[src/rtl/netbus_fifo_pkg.sv]
// rtl/netbus_fifo_pkg.sv - shared constants and helpers for the netbus FIFO controller
package netbus_fifo_pkg;

    // Output queue depth: one registered read in flight plus enough slack to
    // keep a read issued every cycle while the consumer is stalled briefly.
    localparam int OB_DEPTH = 3;

    // Pointer width: one extra bit over the address so full and empty differ.
    function automatic int ptr_width(input int ram_depth);
        return ram_depth + 1;
    endfunction

endpackage

[src/rtl/netbus_fifo_outbuf.sv]
// rtl/netbus_fifo_outbuf.sv - 3-entry output queue holding words returned by the memory
//
// Ports:
//   clk        clock
//   rst        synchronous active-high reset (clears indices and count)
//   push       write push_data into the queue
//   push_data  word to store
//   pop        remove the head word (ignored when empty)
//   head       oldest stored word
//   count      number of stored words, 0..3
module netbus_fifo_outbuf
    import netbus_fifo_pkg::*;
#(
    parameter int WIDTH = 16
) (
    input  logic             clk,
    input  logic             rst,
    input  logic             push,
    input  logic [WIDTH-1:0] push_data,
    input  logic             pop,
    output logic [WIDTH-1:0] head,
    output logic [1:0]       count
);

    logic [WIDTH-1:0] slot [OB_DEPTH];
    logic [1:0]       rd_idx;
    logic [1:0]       wr_idx;
    logic             do_push;
    logic             do_pop;

    function automatic logic [1:0] next_idx(input logic [1:0] idx);
        return (idx == 2'(OB_DEPTH - 1)) ? 2'd0 : idx + 2'd1;
    endfunction

    assign do_pop  = pop && (count != 2'd0);
    // A push into a full queue is only legal when the head leaves the same cycle.
    assign do_push = push && ((count != 2'(OB_DEPTH)) || do_pop);
    assign head    = slot[rd_idx];

    always_ff @(posedge clk) begin
        if (do_push) begin
            slot[wr_idx] <= push_data;
        end
    end

    always_ff @(posedge clk) begin
        if (rst) begin
            rd_idx <= 2'd0;
            wr_idx <= 2'd0;
            count  <= 2'd0;
        end else begin
            if (do_push) begin
                wr_idx <= next_idx(wr_idx);
            end
            if (do_pop) begin
                rd_idx <= next_idx(rd_idx);
            end
            unique case ({do_push, do_pop})
                2'b10:   count <= count + 2'd1;
                2'b01:   count <= count - 2'd1;
                default: count <= count;
            endcase
        end
    end

endmodule

[src/rtl/netbus_fifo_ctrl.sv]
// rtl/netbus_fifo_ctrl.sv - FIFO controller around an external 1-cycle-latency RAM
//
// Optional feature macro: NETBUS_FIFO_LEVEL_EN adds the LEVEL occupancy output.
//
// Ports:
//   CLK        clock (also drives both RAM ports outside this block)
//   RST        synchronous active-high reset
//   WR_VALID / WR_READY / WR_DATA   producer handshake
//   RD_VALID / RD_READY / RD_DATA   consumer handshake, RD_DATA is the oldest word
//   MEM_WADDR / MEM_DIN / MEM_WEN   RAM write port
//   MEM_RADDR / MEM_DOUT            RAM read port, registered data, no read enable
//   LEVEL      (NETBUS_FIFO_LEVEL_EN only) words written minus words read
module netbus_fifo_ctrl
    import netbus_fifo_pkg::*;
#(
    parameter int RAM_WIDTH = 16,
    parameter int RAM_DEPTH = 4
) (
    input  logic                 CLK,
    input  logic                 RST,
    input  logic                 WR_VALID,
    output logic                 WR_READY,
    input  logic [RAM_WIDTH-1:0] WR_DATA,
    output logic                 RD_VALID,
    input  logic                 RD_READY,
    output logic [RAM_WIDTH-1:0] RD_DATA,
    output logic [RAM_DEPTH-1:0] MEM_WADDR,
    output logic [RAM_WIDTH-1:0] MEM_DIN,
    output logic                 MEM_WEN,
    output logic [RAM_DEPTH-1:0] MEM_RADDR,
    input  logic [RAM_WIDTH-1:0] MEM_DOUT
`ifdef NETBUS_FIFO_LEVEL_EN
    ,
    output logic [RAM_DEPTH+1:0] LEVEL
`endif
);

    localparam int PW = ptr_width(RAM_DEPTH);

    logic [PW-1:0]        wptr;
    logic [PW-1:0]        rptr;
    logic [PW-1:0]        ram_cnt;
    logic                 ram_full;
    logic                 ram_empty;
    logic                 inflight;
    logic                 wr_hs;
    logic                 rd_issue;
    logic                 rd_hs;
    logic [1:0]           ob_cnt;
    logic [RAM_WIDTH-1:0] ob_head;

    assign ram_cnt   = wptr - rptr;
    assign ram_full  = (ram_cnt == {1'b1, {RAM_DEPTH{1'b0}}});
    assign ram_empty = (ram_cnt == '0);

    // Depends only on registered pointers, so RD_READY never reaches WR_READY.
    assign WR_READY  = !ram_full && !RST;
    assign wr_hs     = WR_VALID && WR_READY;

    assign MEM_WEN   = wr_hs;
    assign MEM_WADDR = wptr[RAM_DEPTH-1:0];
    assign MEM_DIN   = WR_DATA;
    assign MEM_RADDR = rptr[RAM_DEPTH-1:0];

    // Only issue a RAM read when the output queue is guaranteed a free slot
    // for it, counting the read that is already on its way back.
    assign rd_issue  = !ram_empty && (({1'b0, ob_cnt} + {2'b00, inflight}) < 3'(OB_DEPTH));

    assign RD_VALID  = (ob_cnt != 2'd0) && !RST;
    assign RD_DATA   = ob_head;
    assign rd_hs     = RD_VALID && RD_READY;

    always_ff @(posedge CLK) begin
        if (RST) begin
            wptr     <= '0;
            rptr     <= '0;
            inflight <= 1'b0;
        end else begin
            if (wr_hs) begin
                wptr <= wptr + 1'b1;
            end
            if (rd_issue) begin
                rptr <= rptr + 1'b1;
            end
            inflight <= rd_issue;
        end
    end

    // MEM_DOUT is valid exactly one cycle after the issue, i.e. while inflight.
    netbus_fifo_outbuf #(
        .WIDTH (RAM_WIDTH)
    ) u_outbuf (
        .clk       (CLK),
        .rst       (RST),
        .push      (inflight),
        .push_data (MEM_DOUT),
        .pop       (rd_hs),
        .head      (ob_head),
        .count     (ob_cnt)
    );

`ifdef NETBUS_FIFO_LEVEL_EN
    localparam int LW = RAM_DEPTH + 2;

    logic [LW-1:0] level_q;

    // Tracked from the handshakes, which equals ram_cnt + inflight + ob_cnt.
    always_ff @(posedge CLK) begin
        if (RST) begin
            level_q <= '0;
        end else if (wr_hs && !rd_hs) begin
            level_q <= level_q + 1'b1;
        end else if (!wr_hs && rd_hs) begin
            level_q <= level_q - 1'b1;
        end
    end

    assign LEVEL = level_q;
`endif

endmodule

[config.mk]
export PLATFORM = sky130hd
export DESIGN_NAME = netbus_fifo_ctrl
export DESIGN_NICKNAME = d
export VERILOG_FILES = /design/src/rtl/netbus_fifo_pkg.sv /design/src/rtl/netbus_fifo_outbuf.sv /design/src/rtl/netbus_fifo_ctrl.sv
export SDC_FILE = /design/constraint.sdc
export NUM_CORES = 1
export LEC_CHECK = 0
export ABC_CLOCK_PERIOD_IN_PS = 2950
export BUFFER_PORTS_ARGS = -buffer_cell sky130_fd_sc_hd__buf_2
export CAP_MARGIN = 0
export CORE_MARGIN = 2
export CORE_UTILIZATION = 52
export CTS_CLUSTER_SIZE = 30
export DETAILED_ROUTE_END_ITERATION = 10
export PLACE_DENSITY = 0.89
export SLEW_MARGIN = 15
export SYNTH_ARGS = -nofsm -noshare
export SYNTH_HDL_FRONTEND = slang
export SYNTH_SLANG_ARGS = --single-unit
[constraint.sdc]
create_clock -name CLK -period 2.95 [get_ports CLK]
set_clock_uncertainty 0.15 [all_clocks]
set_input_delay 0.1475 -clock CLK [delete_from_list [all_inputs] [get_ports CLK]]
set_output_delay 0.1475 -clock CLK [all_outputs]
set_load 0.01 [all_outputs]
==> run metrics, run 1 <==
post-route ant nets 0; cell count after synthesis about 240; die outline width between 70 and 80 um; first-pass GRT wire length around 8100 um; commonest non-fill, non-tap cell in the layout edfxtp_1; Slew HR ~41%; routed vias/inst about 5.2; clk sinks 67; vias in the first global route between 1,500 and 2,000; DRC 0; CP Launch Type flop; Crit. End Element output port; Post-synth ARST share 0%; PD cells slightly below 900 nW/um^2; Initial Util a little over half; status complete, no violations; TritonCTS buffer count 9; Worst path slowest cell o41ai_4; syn nets ~290; Setup Viol. Count Final 0; Max Fclk between 300 and 400 MHz; htree depth 3; GR Util All Layers between 10% and 20%; RSZ-0062 raised after global routing false; Tcrit/Tclk final between 90 and 100%; HP Class primary input to flop; Worst EP required approximately 2700 ps; initial antenna violation count 0; 1st-iter DRT viols ~110; fin crit period 2740 ps; reg2reg end wptr[1]; vias 1,891; register area share after synthesis roughly three fifths; post_cts resized 0; GPL Wtd Cong just under 0.8; final setup TNS 0 ps; Post-CTS Setup Inserts 0; ANT cells 0; r2r worst-path depth 7; number of flops mapped to enable cells by yosys 48; final setup margin roughly 210 ps; Setup crit end MEM_WEN; Root Buffer Master clkbuf_8; post-detail-place hpwl around 3200 um; flop-to-flop setup slack roughly 530 ps; mapped cell area ~3000 um^2; worst slew pin tran between 800 and 900 ps; Setup crit start rptr[3]; number of synthesized register bits 67; io pins 79; die height ~80 um; die area approximately 6400 um^2; CTS tree yes; Storage cell area ~1800 um^2; Core Footprint 5540 um^2; largest net degree at the start of global routing 33; Arr. time, crit path between 2000 and 2500 ps; Placement Setup Slack approximately 540 ps; most frequent cells in the layout edfxtp_1, buf_2, nand2_1, dfxtp_1, o21ai_0; worst skew pair latency approximately 340 ps; cell area after layout around 3500 um^2; Max Buffers Root-to-Sink 2; WS Path Type flop to output port; FP Rows 27; Overflow after GRT 0; Lkg Pwr about 1.3 nW; RR Startpoint rptr[3]; syn avg cell area approximately 12 um^2; hold slack approximately 44 ps; max-slew violations 0; final core utilization a little over three fifths; DR WL/cell between 10 and 15 um; nets between 300 and 400; area growth from synthesis to layout 16.9%; Reg clk slew, reported paths about 70 ps; drt first pass iters 4; Hold Vio Cnt, Final 0; port buffer count 46; synth warn 0; Max stage delay on crit path ~590 ps; worst-path fanout max 9; share of cells above drive strength 1 a little over a quarter; Primary FF master, synth edfxtp_1; Max IR drop VDD approximately 0.5 mV; cells along the critical path inv_1, ha_1, a21oi_1, a21oi_2, o41ai_4, nor2_1, buf_2; area occupied by multi-input gates ~940 um^2; Cell Area, Placed approximately 3100 um^2; drt total wl just over 5000 um; synth unique cells 40; fill cell count about 430; maxcap violations 0
-- critical path, delay by kind of cell, from the launching register on --
| family | cells | cell delay [ps] |
|---|---|---|
| fa+ha+maj | 1 | 340 |
| flops | 1 | 400 |
| simple gates | 1 | 80 |
| buf+inv | 2 | 220 |
| compound gates | 3 | 1060 |
-- registers in the layout (all words and copies together), names as in the netlist, named ones only --
register and cells:
u_outbuf.count 2, u_outbuf.slot 48, wptr 5, rptr 5, inflight 1, u_outbuf.rd_idx 2
u_outbuf.wr_idx 2
-- final cells by class --
| cell class | count | share of cell area, % |
|---|---|---|
| clock inverter | 7 | 2.22 |
| sequential | 67 | 52.0 |
| inverter | 8 | 0.857 |
| multi-input combinational | 133 | 26.8 |
| timing repair buffer | 66 | 12.0 |
| clock buffer | 9 | 3.54 |
| tap | 72 | 2.57 |
-- report_power, final --
group | switching [W] | internal [W] | total, W
logic | 0.000592 | 0.000442 | 0.00103
registers | 0.000101 | 0.00123 | 0.00133
clock network | 0.000350 | 0.000395 | 0.000745
total | 0.00104 | 0.00207 | 0.00311
-- layer usage --
layer | wire (um) | track usage [%] | vias up
met4 | 112 | 9.15 | 0
li1 | - | - | 939
met5 | 0 | 0 | -
met3 | 323 | 6.00 | 13
met1 | 2150 | 18.6 | 882
met2 | 2580 | 29.5 | 57
-- synthesized netlist by cell type, types with 2 or more instances --
master    count  share of area, %
nor3b_1       2              0.50
nor4_1        2              0.42
or4_1         3              0.75
inv_1         8               1.0
buf_4        24               6.0
dfxtp_1      19                13
edfxtp_1     48                48
or3_1         5               1.0
clkbuf_1      6              0.75
xnor2_1       3              0.88
o21ai_1       3              0.50
ha_1          9               3.8
nand2_1      19               2.4
mux2i_1      17               5.7
nor2_1       10               1.3
nand3_1       6               1.0
o31ai_1       3              0.75
a21oi_1      11               1.8
o21ai_0      18               3.0
nor3_1        3              0.50
buf_2         2              0.33
xor2_1        2              0.58
-- logic make-up after synthesis --
logic type,share of synthesized area [%]
AND/OR/NAND/NOR,9.10
buffers and inverters,8.23
flip-flops,60.8
XOR/XNOR,2.00
AO/OA/AOI/OAI,10.1
multiplexers,6.05
adder cells (fa/ha/maj),3.76
-- worst min-delay path by stage --
stage	startpoint	depth (start not counted)	slack (ps)	endpoint
after floorplan	MEM_DOUT[0]	0	100	u_outbuf.slot[0][0]
after global placement	WR_DATA[3]	0	150	MEM_DIN[3]
after detailed placement	WR_DATA[3]	0	150	MEM_DIN[3]
after CTS	RST	2	30	wptr[1]
after global routing	RST	2	60	u_outbuf.count[0]
final	WR_VALID	4	40	wptr[1]
-- through the flow --
stage | total power (W) | instances
4_1_cts | 0.00314 | 362
3_5_place_dp | 0.00238 | 330
5_1_grt | 0.00331 | 362
6_report | 0.00311 | 362
2_1_floorplan | 0.00210 | 241
3_3_place_gp | 0.00232 | 330
-- repair_timing --
item | in CTS | in global routing
endpoints found under the hold margin | 48 | 0
hold buffers | 16 | 0
setup endpoints to repair | 0 | 0
(Power assumes the default switching activity.)
==> run 2: changes to the inputs <==
--- a/config.mk
+++ b/config.mk
@@ -5,6 +5,7 @@
 export SDC_FILE = /design/constraint.sdc
 export NUM_CORES = 1
 export LEC_CHECK = 0
+export ABC_AREA = 1
 export ABC_CLOCK_PERIOD_IN_PS = 2950
 export BUFFER_PORTS_ARGS = -buffer_cell sky130_fd_sc_hd__buf_2
 export CAP_MARGIN = 0
@@ -12,6 +13,7 @@
 export CORE_UTILIZATION = 52
 export CTS_CLUSTER_SIZE = 30
 export DETAILED_ROUTE_END_ITERATION = 10
+export GPL_TIMING_DRIVEN = 0
 export PLACE_DENSITY = 0.89
 export SLEW_MARGIN = 15
 export SYNTH_ARGS = -nofsm -noshare
==> run metrics, run 2 <==
post-synthesis mux area share 0% (was 6.05%); post-detail-place hpwl 4220 um (was 3240 um); HP Class primary input to flop (unchanged); Primary FF master, synth edfxtp_1 (unchanged); share of cells above drive strength 1 29.3% (was 26.6%); DR WL/cell 13.4 um (was 14.3 um); biggest regs u_outbuf.slot: 48 flops, rptr: 5 flops, wptr: 5 flops (unchanged); syn avg cell area 10.1 um^2 (was 12.4 um^2); die height 80.5 um (was 79.9 um); Post-synth ARST share 0% (unchanged); leading post-synthesis cells by cell area edfxtp_1, dfxtp_1, a21oi_1, buf_4, nand2_1 (was edfxtp_1, dfxtp_1, buf_4, mux2i_1, ha_1); Tcrit/Tclk final 81.1% (was 92.7%); xor and xnor area share after synthesis 1.72% (was 2.00%); Max stage delay on crit path 430 ps (was 590 ps); cell family with the largest share of critical-path delay simple AND/OR/NAND/NOR gates (was compound AO/OA/AOI/OAI gates); worst-path fanout max 8 (was 9); Lkg Pwr 1.69 nW (was 1.32 nW); register area share after synthesis 59.8% (was 60.8%); routed vias/inst 5.02 (was 5.22); Crit. End Element output port (unchanged); number of synthesized register bits 67 (unchanged); Post-Synth Adder-Cell Area 3.70% (was 3.76%); Worst path slowest cell dfxtp_1 (was o41ai_4); Worst EP required 2650 ps (about the same); CP Launch Type flop (unchanged); Max Buffers Root-to-Sink 2 (unchanged); fin crit period 2390 ps (was 2740 ps); area growth from synthesis to layout 25.4% (was 16.9%); vias 2,350 (was 1,891); htree depth 3 (unchanged); Arr. time, crit path 2090 ps (was 2440 ps); post-synthesis simple-gate area fraction 16.2% (was 9.10%); die outline width 80.5 um (was 79.9 um); worst skew pair latency 330 ps (was 340 ps); TritonCTS buffer count 9 (unchanged); Reg clk slew, reported paths 70 ps (about the same); Max Fclk 418 MHz (was 366 MHz); cell mode on critical path inv_1; status complete, no violations (unchanged); commonest non-fill, non-tap cell in the layout buf_2 (was edfxtp_1); Initial Util 54.7% (was 54.1%); 1st-iter DRT viols 140 (was 111); cell count after synthesis 301 (was 241); initial antenna violation count 0 (unchanged); post-synth top area cell edfxtp_1 (unchanged); number of flops mapped to enable cells by yosys 48 (unchanged); Largest register FFs 48 (unchanged); most frequent cells in the layout buf_2, nand2_1, edfxtp_1, a21oi_1, nor2_1 (was edfxtp_1, buf_2, nand2_1, dfxtp_1, o21ai_0); maxcap violations 0 (unchanged); combinational family with the most area after synthesis simple AND/OR/NAND/NOR gates (was compound AO/OA/AOI/OAI gates); CP Buf/Inv Count 3 (was 2); cells along the critical path inv_1, ha_1, or2_1, nand3_1, nand2_1, nor2_4, nand2_2, nand3_2, inv_1, buf_2 (was inv_1, ha_1, a21oi_1, a21oi_2, o41ai_4, nor2_1, buf_2); Setup Viol. Count Final 0 (unchanged); Overflow after GRT 0 (unchanged); PD cells 828 nW/um^2 (was 889 nW/um^2); largest net degree at the start of global routing 17 (was 33); mapped cell area 3050 um^2 (was 3000 um^2); ANT cells 0 (unchanged); worst slew pin tran 662 ps (was 880 ps); Synth top area share 47.3% (was 48.1%); drt first pass iters 4 (unchanged); syn nets 346 (was 286); Max IR drop VDD 0.600 mV (was 0.504 mV); synth warn 0 (unchanged); post-route ant nets 0 (unchanged); clk sinks 67 (unchanged); synth unique cells 26 (was 40); Core Footprint 5570 um^2 (was 5540 um^2); first-pass GRT wire length 9540 um (was 8060 um); final core utilization 68.6% (was 63.2%); die area 6490 um^2 (was 6390 um^2); port buffer count 61 (was 46); Largest Register u_outbuf.slot (unchanged); WS Path Type flop to output port (unchanged); Hold Vio Cnt, Final 0 (unchanged); hold slack 10.4 ps (was 44.3 ps); io pins 79 (unchanged); vias in the first global route 2,126 (was 1,829); FP Rows 27 (unchanged); fill cell count 415 (was 429); DRC 0 (unchanged); RSZ-0062 raised after global routing false (unchanged); post-synthesis compound-gate area fraction 8.30% (was 10.1%); GR Util All Layers 19.8% (was 17.2%); Root Buffer Master clkbuf_8 (unchanged); max-slew violations 0 (unchanged); drt total wl 6250 um (was 5170 um); CTS tree yes (unchanged); Post-synth top cells edfxtp_1, nand2_1, a21oi_1, nor2_1, inv_1 (was edfxtp_1, buf_4, dfxtp_1, nand2_1, o21ai_0); GPL Wtd Cong 0.773 (about the same); nets 436 (was 330); Slew HR 55.8% (was 41.3%)
[run 2: changes by cell type after synthesis, moves of 3 or more]
cell	before	now
nand2_1	19	48
or4_1	3	0
inv_1	8	26
mux2i_1	17	0
nand3_1	6	20
a21oi_1	11	41
nor2_1	10	31
o21ai_0	18	3
or3_1	5	0
nand2_2	0	4
o21ai_1	3	0
[run 2: cells by family after synthesis]
kind of cell,count (synthesis)
flip-flops,67
adder cells (fa/ha/maj),9
buffers and inverters,59
XOR/XNOR,6
AO/OA/AOI/OAI,48
AND/OR/NAND/NOR,112
[run 2: routing by layer]
metal  global-route usage [%]  wire length (um)
met5                        0                 0
met4                     5.93                55
met3                     5.51               458
met2                     37.1              3250
met1                     21.5              2490
[run 2: worst min-delay path, stage by stage]
cell and delay (ps):
buf_2 110, nand4_1 100, nand2_1 60, nor2_1 30
[run 2: final cells by class]
| type | instances | area (um^2) | share of cell area (%) |
|---|---|---|---|
| sequential | 67 | 1820 | 47.7 |
| clock inverter | 7 | 68.8 | 1.80 |
| buffer | 32 | 213 | 5.57 |
| timing repair buffer | 79 | 487 | 12.7 |
| clock buffer | 9 | 124 | 3.24 |
| inverter | 27 | 101 | 2.65 |
| tap | 72 | 90.1 | 2.36 |
| multi-input combinational | 175 | 916 | 24.0 |
[run 2: path summary, 6_finish.rpt]
path                                          from                    to  slack [ps]  cells after the start
worst max-delay path                       rptr[2]               MEM_WEN         560                     10
worst min-delay path                      WR_VALID               wptr[0]          10                      4
worst max register to register   u_outbuf.count[0]  u_outbuf.slot[1][11]         800                      8
worst min register to register  u_outbuf.wr_idx[1]    u_outbuf.wr_idx[1]         320                      2
[run 2: through the flow]
stage               instances  cell area, um^2  power (W)  TNS [ps]  worst slack (ps)
CTS                       468             3820    0.00318         0               533
finish                    468             3820    0.00316         0               559
floorplan                 301             3050    0.00208         0               344
global route              468             3820    0.00336         0               396
global placement          434             3440    0.00237     -4820              -302
detailed placement        435             3460    0.00243         0               805
[run 2: where the power goes]
part	total (W)	internal, W	switching, W
Combinational	0.00109	0.000420	0.000674
Sequential	0.00134	0.00124	0.0000992
Clock	0.000731	0.000387	0.000344
Total	0.00316	0.00205	0.00112
[run 2: repair_timing]
item	CTS	global route
endpoints found under the hold margin	55	0
hold buffers	17	0
gates resized for setup	0	0
buffers inserted	0	0
==> run 3: changes to the inputs <==
--- a/config.mk
+++ b/config.mk
@@ -6,7 +6,7 @@
 export NUM_CORES = 1
 export LEC_CHECK = 0
 export ABC_AREA = 1
-export ABC_CLOCK_PERIOD_IN_PS = 2950
+export ABC_CLOCK_PERIOD_IN_PS = 2490
 export BUFFER_PORTS_ARGS = -buffer_cell sky130_fd_sc_hd__buf_2
 export CAP_MARGIN = 0
 export CORE_MARGIN = 2
==> constraint.sdc (replaced) <==
create_clock -name CLK -period 2.49 [get_ports CLK]
set_clock_uncertainty 0.15 [all_clocks]
set_input_delay 0.1245 -clock CLK [delete_from_list [all_inputs] [get_ports CLK]]
set_output_delay 0.1245 -clock CLK [all_outputs]
set_load 0.01 [all_outputs]
==> run metrics, run 3 (same netlist as run 2, synthesis figures left out) <==
Initial Util 54.7% (unchanged); Setup Viol. Count Final 0 (unchanged); drt first pass iters 5 (was 4); flop-to-flop setup slack 290 ps (was 800 ps); die outline width 80.5 um (unchanged); WS Path Type flop to output port (unchanged); met3 WL post-DR 480 um (was 458 um); biggest regs u_outbuf.slot: 48 flops, rptr: 5 flops, wptr: 5 flops (unchanged); Crit. End Element output port (unchanged); Overflow after GRT 0 (unchanged); Lkg Pwr 1.70 nW (was 1.69 nW); DR WL/cell 13.1 um (was 13.4 um); max layer used met4 (unchanged); initial antenna violation count 0 (unchanged); Comb power frac 34.5% (was 34.6%); port buffer count 61 (unchanged); die area 6490 um^2 (unchanged); PD cells 979 nW/um^2 (was 828 nW/um^2); Root Buffer Master clkbuf_8 (unchanged); DRC 0 (unchanged); io pins 79 (unchanged); status complete, no violations (unchanged); drt total wl 6140 um (was 6250 um); Hold Crit Depth 2 (was 4); maxcap violations 0 (unchanged); NetSw 0.00134 W (was 0.00112 W); final setup TNS 0 ps (unchanged); GR Util All Layers 20.0% (was 19.8%); Metal-1 WL 2350 um (was 2490 um); Inst Count DP 434 (was 435); Max IR drop VDD 0.581 mV (was 0.600 mV); Slew HR 44.6% (was 55.8%); vias 2,322 (was 2,350); max-slew violations 0 (unchanged); post-route ant nets 0 (unchanged); Max Buffers Root-to-Sink 2 (unchanged); fill cell count 409 (was 415); Arr. time, crit path 2060 ps (was 2090 ps); fin crit period roughly 2300 ps; 1st-iter DRT viols 88 (was 140); GPL Wtd Cong 0.757 (was 0.773); area growth from synthesis to layout 26.1% (was 25.4%); CP Launch Type flop (unchanged); largest net degree at the start of global routing 17 (unchanged); RSZ-0062 raised after global routing false (unchanged); htree depth 3 (unchanged); Largest register FFs 48 (unchanged); first-pass GRT wire length 9700 um (was 9540 um); nets 437 (was 436); routed vias/inst 4.95 (was 5.02); Clk network pwr share 23.0% (was 23.1%); HP Class primary input to output port (was primary input to flop); post-detail-place hpwl 4060 um (was 4220 um); ANT cells 0 (unchanged); Hold Vio Cnt, Final 0 (unchanged); Tcrit/Tclk final a little over nine tenths; Max Fclk 428 MHz; worst skew pair latency 340 ps (was 330 ps); switching share of total power 35.5% (was 35.3%); Largest Register u_outbuf.slot (unchanged); vias in the first global route 2,235 (was 2,126); fin cells 469 (was 468); TritonCTS buffer count 9 (unchanged); CTS tree yes (unchanged); worst slew pin tran 828 ps (was 662 ps); area occupied by multi-input gates 926 um^2 (was 916 um^2); die height 80.5 um (unchanged); sequential power share 42.4% (was 42.3%); Worst EP required 2220 ps (was 2650 ps); share of cells above drive strength 1 29.5% (was 29.3%); most frequent cells in the layout buf_2, nand2_1, edfxtp_1, a21oi_1, nor2_1 (unchanged); Reg clk slew, reported paths 70 ps (about the same); Core Footprint 5570 um^2 (unchanged); Pint 0.00243 W (was 0.00205 W); FP Rows 27 (unchanged); r2r worst-path depth 8 (unchanged); met2 wire length 3220 um (was 3250 um); commonest non-fill, non-tap cell in the layout buf_2 (unchanged); clk sinks 67 (unchanged); Storage cell area 1820 um^2 (about the same); worst-path fanout max 8 (unchanged)
[run 3: power groups by stage]
| stage | registers, W | clock network [W] | logic [W] |
|---|---|---|---|
| 6_report | 0.00160 | 0.000867 | 0.00130 |
| 5_1_grt | 0.00161 | 0.000934 | 0.00147 |
| 4_1_cts | 0.00159 | 0.000878 | 0.00130 |
| 3_5_place_dp | 0.00161 | 0 | 0.00127 |
| 3_3_place_gp | 0.00159 | 0 | 0.00122 |
| 2_1_floorplan | 0.00157 | 0 | 0.000893 |
[run 3: critical path, stage by stage, from the launching register on]
cell and delay (ps):
dfxtp_2 390, inv_1 60, ha_1 340, or2_1 240
nand3_1 90, nand2_1 90, nor2_4 100, nand2_2 120
nand3_2 110, inv_1 50, buf_2 130
[run 3: path summary, 6_finish.rpt]
check                                           end          startpoint
worst max-delay path                        MEM_WEN             rptr[2]
worst min-delay path                    MEM_DIN[11]         WR_DATA[11]
worst max register to register  u_outbuf.slot[0][6]   u_outbuf.count[0]
worst min register to register   u_outbuf.wr_idx[1]  u_outbuf.wr_idx[1]
[run 3: area by class of cell]
class,count,area share (%)
clock inverters,7,1.76
plain buffers,32,5.54
inverters,27,2.64
multi-input cells,175,24.1
well taps,72,2.35
flip-flops and latches,67,47.5
clock buffers,9,3.22
repair buffers,80,12.9
[run 3: metrics by stage]
stage	area, um^2	utilization, %	hold slack [ps]	total power [W]	setup WS [ps]
2_1_floorplan	3050	-	73.4	0.00247	377
3_3_place_gp	3450	61.8	173	0.00281	6.11
3_5_place_dp	3450	62.0	179	0.00288	306
4_1_cts	3830	68.8	283	0.00377	64.3
5_1_grt	3840	68.9	290	0.00402	8.22
6_report	3840	68.9	282	0.00376	156
[run 3: layer usage]
layer	track usage [%]	vias to the layer above
met2	37.3	91
met1	21.3	1050
met5	0	-
met4	7.12	0
li1	-	1171
met3	5.73	10
[run 3: timing repair]
item / CTS / global route
hold endpoints to repair: 60 / 0
hold buffers: 19 / 0
gates resized for setup: 0 / 3
setup buffers: 0 / 0
endpoints found under the setup margin: 0 / 2
